`config.mk`:
```
export PLATFORM = sky130hd
export DESIGN_NAME = step_enable_gen_flat
export DESIGN_NICKNAME = d
export VERILOG_FILES = /design/src/rtl/step_enable_if.sv /design/src/rtl/step_enable_gen.sv /design/src/flat_wrapper.sv
export SDC_FILE = /design/constraint.sdc
export NUM_CORES = 1
export LEC_CHECK = 0
export CORE_MARGIN = 4
export CORE_UTILIZATION = 28
export CTS_CLUSTER_SIZE = 12
export DETAILED_ROUTE_END_ITERATION = 10
export SLEW_MARGIN = 20
export SYNTH_ARGS = -nofsm -noshare
export SYNTH_HDL_FRONTEND = slang
export SYNTH_SLANG_ARGS = --single-unit
```
`constraint.sdc`:
```
create_clock -name clk -period 2.5 [get_ports clk]
set_input_delay 0.375 -clock clk [delete_from_list [all_inputs] [get_ports clk]]
set_output_delay 0.375 -clock clk [all_outputs]
set_load 0.05 [all_outputs]
```
`src/rtl/step_enable_if.sv`:
```
// Control/status bundle between the pacing stage and whatever drives it:
// the raw button, mode/run/divisor controls, and the enable and debounced-level outputs.
interface step_enable_if #(
  parameter int DIV_WIDTH = 8
) ();
  logic                 btn;
  logic                 mode;
  logic                 run;
  logic [DIV_WIDTH-1:0] div;
  logic                 enable;
  logic                 btn_db;

  modport master (
    output btn,
    output mode,
    output run,
    output div,
    input  enable,
    input  btn_db
  );

  modport slave (
    input  btn,
    input  mode,
    input  run,
    input  div,
    output enable,
    output btn_db
  );
endinterface

```
`src/rtl/step_enable_gen.sv`:
```
// Counter pacing stage: manual steps from a debounced, edge-detected push-button,
// or periodic ticks from a reloadable prescaler, selected by mode into a registered enable.
module step_enable_gen #(
  parameter int DIV_WIDTH       = 8,
  parameter int DEBOUNCE_CYCLES = 4,
  parameter int DB_WIDTH        = 3
) (
  input  logic         clk,
  input  logic         rst,
  step_enable_if.slave bus
);

  localparam logic [DB_WIDTH-1:0] DB_LAST = DB_WIDTH'(DEBOUNCE_CYCLES - 1);

  logic                 s1_q,         s1_d;
  logic                 btn_s_q,      btn_s_d;
  logic                 btn_db_q,     btn_db_d;
  logic [DB_WIDTH-1:0]  db_cnt_q,     db_cnt_d;
  logic                 btn_db_dly_q, btn_db_dly_d;
  logic                 active_dly_q, active_dly_d;
  logic [DIV_WIDTH-1:0] presc_q,      presc_d;
  logic                 enable_q,     enable_d;

  logic                 press;
  logic                 active;
  logic                 tick;

  always_comb begin
    s1_d         = bus.btn;
    btn_s_d      = s1_q;

    // A new level is accepted only after DEBOUNCE_CYCLES consecutive mismatching samples.
    btn_db_d     = btn_db_q;
    db_cnt_d     = db_cnt_q;
    if (btn_s_q == btn_db_q) begin
      db_cnt_d = '0;
    end else if (db_cnt_q == DB_LAST) begin
      btn_db_d = btn_s_q;
      db_cnt_d = '0;
    end else begin
      db_cnt_d = db_cnt_q + DB_WIDTH'(1);
    end

    btn_db_dly_d = btn_db_q;
    press        = btn_db_q & ~btn_db_dly_q;

    // First active cycle only loads the divisor, so every (re)start gets a full period.
    active       = bus.mode & bus.run;
    active_dly_d = active;
    tick         = 1'b0;
    presc_d      = presc_q;
    if (!active) begin
      presc_d = '0;
    end else if (!active_dly_q) begin
      presc_d = bus.div;
    end else if (presc_q == '0) begin
      tick    = 1'b1;
      presc_d = bus.div;
    end else begin
      presc_d = presc_q - DIV_WIDTH'(1);
    end

    enable_d     = bus.mode ? tick : press;
  end

  always_ff @(posedge clk or posedge rst) begin
    if (rst) begin
      s1_q         <= 1'b0;
      btn_s_q      <= 1'b0;
      btn_db_q     <= 1'b0;
      db_cnt_q     <= '0;
      btn_db_dly_q <= 1'b0;
      active_dly_q <= 1'b0;
      presc_q      <= '0;
      enable_q     <= 1'b0;
    end else begin
      s1_q         <= s1_d;
      btn_s_q      <= btn_s_d;
      btn_db_q     <= btn_db_d;
      db_cnt_q     <= db_cnt_d;
      btn_db_dly_q <= btn_db_dly_d;
      active_dly_q <= active_dly_d;
      presc_q      <= presc_d;
      enable_q     <= enable_d;
    end
  end

  assign bus.enable = enable_q;
  assign bus.btn_db = btn_db_q;

endmodule

```
`src/flat_wrapper.sv`:
```
// flat-port wrapper written by rule: the top's interface ports become plain ports
module step_enable_gen_flat 
#(
  parameter int DIV_WIDTH       = 8,
  parameter int DEBOUNCE_CYCLES = 4,
  parameter int DB_WIDTH        = 3
)
  (clk, rst, bus_btn, bus_mode, bus_run, bus_div, bus_enable, bus_btn_db);
  step_enable_if #(.DIV_WIDTH(DIV_WIDTH)) bus_i ();
  input  logic clk;
  input  logic rst;
  input wire logic [$bits(bus_i.btn)-1:0] bus_btn;
  input wire logic [$bits(bus_i.mode)-1:0] bus_mode;
  input wire logic [$bits(bus_i.run)-1:0] bus_run;
  input wire logic [$bits(bus_i.div)-1:0] bus_div;
  output wire logic [$bits(bus_i.enable)-1:0] bus_enable;
  output wire logic [$bits(bus_i.btn_db)-1:0] bus_btn_db;
  assign bus_i.btn = bus_btn;
  assign bus_i.mode = bus_mode;
  assign bus_i.run = bus_run;
  assign bus_i.div = bus_div;
  assign bus_enable = bus_i.enable;
  assign bus_btn_db = bus_i.btn_db;
  step_enable_gen #(.DIV_WIDTH(DIV_WIDTH), .DEBOUNCE_CYCLES(DEBOUNCE_CYCLES), .DB_WIDTH(DB_WIDTH)) u_core (.clk(clk), .rst(rst), .bus(bus_i));
endmodule
```
==> results.toml <==
[run_status]
outcome = "completed"

[global_route]
grt_usage_pct = 8.35
grt_max_degree = 18
antenna_found_initial = 0
grt_pass1_wl_mm = 2.33
grt_pass1_vias = 579
grt-ovfl-total = 0

[synthesis]
yosys.area_share.simple_pct = 15.5
yosysTopAreaCellShare_pct = 53.3
synthArstFlopShare_pct = 100
yosys.area_share.adder_pct = 4.70
synth_ff_type = "dfrtp_1"
yosys-top-cells-area = "dfrtp_1 53%, o21ai_0 5.0%, ha_1 4.7%"
synth.avg_cell_area_sq_um = 10.9
synthXorXnorAreaFrac_pct = 5.49
yosysWarnings = 0
synth_edf_count = 0
synth_top_family_by_area = "simple AND/OR/NAND/NOR gates"
ys_ff_latch = 17
synth.mux.area_fraction_pct = 2.66
synthCells = 73
syn-num-nets = 89
synth_top_area_cell = "dfrtp_1"
synth.cell_area_sq_um = 798
synth_compound_area_share_pct = 13.6
seq_area_frac_synth_pct = 53.3
yosysUniqueCellTypes = 23

[timing]
setup_viol = 0
fin_setup_tns_ns = 0
rsz0062_at_grt = "no"
min_period_ns = 1.91
clock.fmax_mhz = 523
hold_violations = 0
slew_headroom_pct = 57.9
slew_viol_final = 0
worst_slew_pin_slew_ns = 0.631
period_share_pct = 76.4
timing.clock.skew_ns = 0.00124

[clocking]
cts_sinks = 17
clk_pin_slew_ns = 0.09
cts_resized = 0
cts_setup_buffers = 0
clock-root-buffer = "clkbuf_4"
ctsHoldBuffers = 0
htreeDepth = 1
cts-buffers-inserted = 3
clk_path_buf_depth = 2
cts_tree = "done"
insertion_delay_ns = 0.28

[min_path]
min_path_type = "flip-flop to flip-flop"

[worst_setup_path]
slowest_delay_ns = 0.83
start_kind = "flip-flop"
cp-endpoint = "bus_btn_db"
worst_path_dominant_cell_family = "buffers and inverters"
path_depth = 1
r2r_cells = 4
cp_slowest_cell = "clkdlybuf4s50_1"
rrSetupSlack_ns = 0.67
cp_max_fo = 5
worstPathRequired_ns = 2.12
crit_start = "u_core.bus.btn_db$_DFFE_PP0P_"
cp-end-kind = "output pin"
cp.arrival_ns = 1.54
r2r-end = "u_core.presc_q[3]$_DFF_PP0_"
crit_type = "flip-flop to output pin"
critPathBufInv = 1
r2r_start = "u_core.presc_q[3]$_DFF_PP0_"
cp_cell_sequence = "clkdlybuf4s50_1"

[detailed_routing]
post_drt_wl_per_cell_microns = 11.5
drc_errors = 0
drt-initial-drc-count = 11
firstDrtPassIters = 4
vias = 553
wl_mm = 1.40
via_per_inst = 4.57
antenna_left = 0

[pwr]
ir_drop_v = 0.000531
powerDensity_nw_per_um2 = 695
fin_total_pwr_uw = 690
leakage_nw = 0.448

[floorplanning]
placementRows = 19
io_pins = 15
core_area_sq_um = 2730
die_x_microns = 61.4
die_h_microns = 61.4
start_util_pct = 29.2
design.die.area_sq_um = 3770

[job]
cap_viol_max_count = 0

[placed_design]
port_buffers = 14
gp_congestion = 0.720
dp.cells = 117
place_area_sq_um = 966
post-dp-hpwl_mm = 1.12

[final_layout]
final_core_util_pct = 36.3
regArea_sq_um = 425
multiInputGateArea_sq_um = 335
area_growth_pct = 24.3
final_area_sq_um = 992
drive_above_1_share_pct = 12.2
fin_nets = 107
instances_no_fill = 121
n_fill_cell = 277
diodes = 0
==> where the power goes <==
| part | internal, mW | switching (mW) | leakage (nW) |
|---|---|---|---|
| Sequential | 0.317 | 0.0278 | 0.221 |
| Combinational | 0.0922 | 0.111 | 0.213 |
| Clock | 0.0618 | 0.0797 | 0.0150 |
| Total | 0.471 | 0.218 | 0.448 |
==> placed cells by master, fill, tap and decap left out, drive strengths merged, types with 2 or more instances in the layout <==
| cell | count |
|---|---|
| a211oi | 2 |
| a21oi | 7 |
| clkbuf | 4 |
| clkdlybuf4s50 | 14 |
| dfrtp | 17 |
| ha | 3 |
| inv | 7 |
| nand2b | 3 |
| nor2 | 3 |
| nor2b | 2 |
| nor3 | 2 |
| o21ai | 8 |
| or3 | 5 |
| or4 | 2 |
| xnor2 | 2 |
| xor2 | 3 |
==> worst min path at each step <==
stage,start,to,slack [ns],cells past startpoint
final,u_core.btn_s_d$_DFF_PP0_,u_core.btn_s_q$_DFF_PP0_,0.36,0
after global routing,u_core.btn_s_d$_DFF_PP0_,u_core.btn_s_q$_DFF_PP0_,0.38,0
after CTS,u_core.btn_s_d$_DFF_PP0_,u_core.btn_s_q$_DFF_PP0_,0.36,0
after detailed placement,u_core.btn_s_d$_DFF_PP0_,u_core.btn_s_q$_DFF_PP0_,0.34,0
after global placement,u_core.btn_s_d$_DFF_PP0_,u_core.btn_s_q$_DFF_PP0_,0.34,0
after floorplan,rst,u_core.active_dly_q$_DFF_PP0_,0.30,1
==> cell type report <==
type | count | share of cell area [%]
tap | 31 | 3.91
multi-input combinational | 48 | 33.8
inverter | 7 | 2.65
timing repair buffer | 14 | 14.1
clock buffer | 4 | 2.65
sequential | 17 | 42.9
==> cells by family (layout without fill, tap and decap cells) <==
| group | Yosys count | after routing |
|---|---|---|
| buf+inv | 8 | 25 |
| xor+xnor | 5 | 5 |
| mux | 2 | 2 |
| fa+ha+maj | 3 | 3 |
| simple gates | 20 | 20 |
| compound gates | 18 | 18 |
| flops | 17 | 17 |
==> sequential cells by signal, summed over array words and instances, names as in the netlist <==
signal               count
u_core.db_cnt_q          3
u_core.active_dly_q      1
u_core.bus.enable        1
u_core.btn_s_d           1
u_core.btn_s_q           1
u_core.bus.btn_db        1
u_core.btn_db_dly_q      1
u_core.presc_q           8
==> Yosys cell counts (2+ instances only) <==
cell      count
ha_1          3
nor2b_1       2
dfrtp_1      17
xor2_1        3
a21oi_1       7
xnor2_1       2
inv_1         7
nor3_1        2
nor2_1        3
nand2b_1      3
or3_2         3
a211oi_2      2
o21ai_0       8
or3_1         2
==> through the flow <==
stage / worst slack (ns) / hold slack (ns)
after global routing: 0.511 / 0.377
after detailed placement: 0.669 / 0.342
final: 0.589 / 0.361
after global placement: 0.716 / 0.338
after CTS: 0.564 / 0.364
after floorplan: 0.775 / 0.301
==> per-layer routing <==
| metal | up-vias | track usage, % | routed length (microns) |
|---|---|---|---|
| met5 | - | 0 | 0 |
| met4 | 0 | 4.55 | 11 |
| met3 | 2 | 1.47 | 34 |
| met2 | 8 | 14.8 | 715 |
| met1 | 253 | 9.47 | 634 |
| li1 | 290 | - | - |
(Power assumes the default switching activity.)
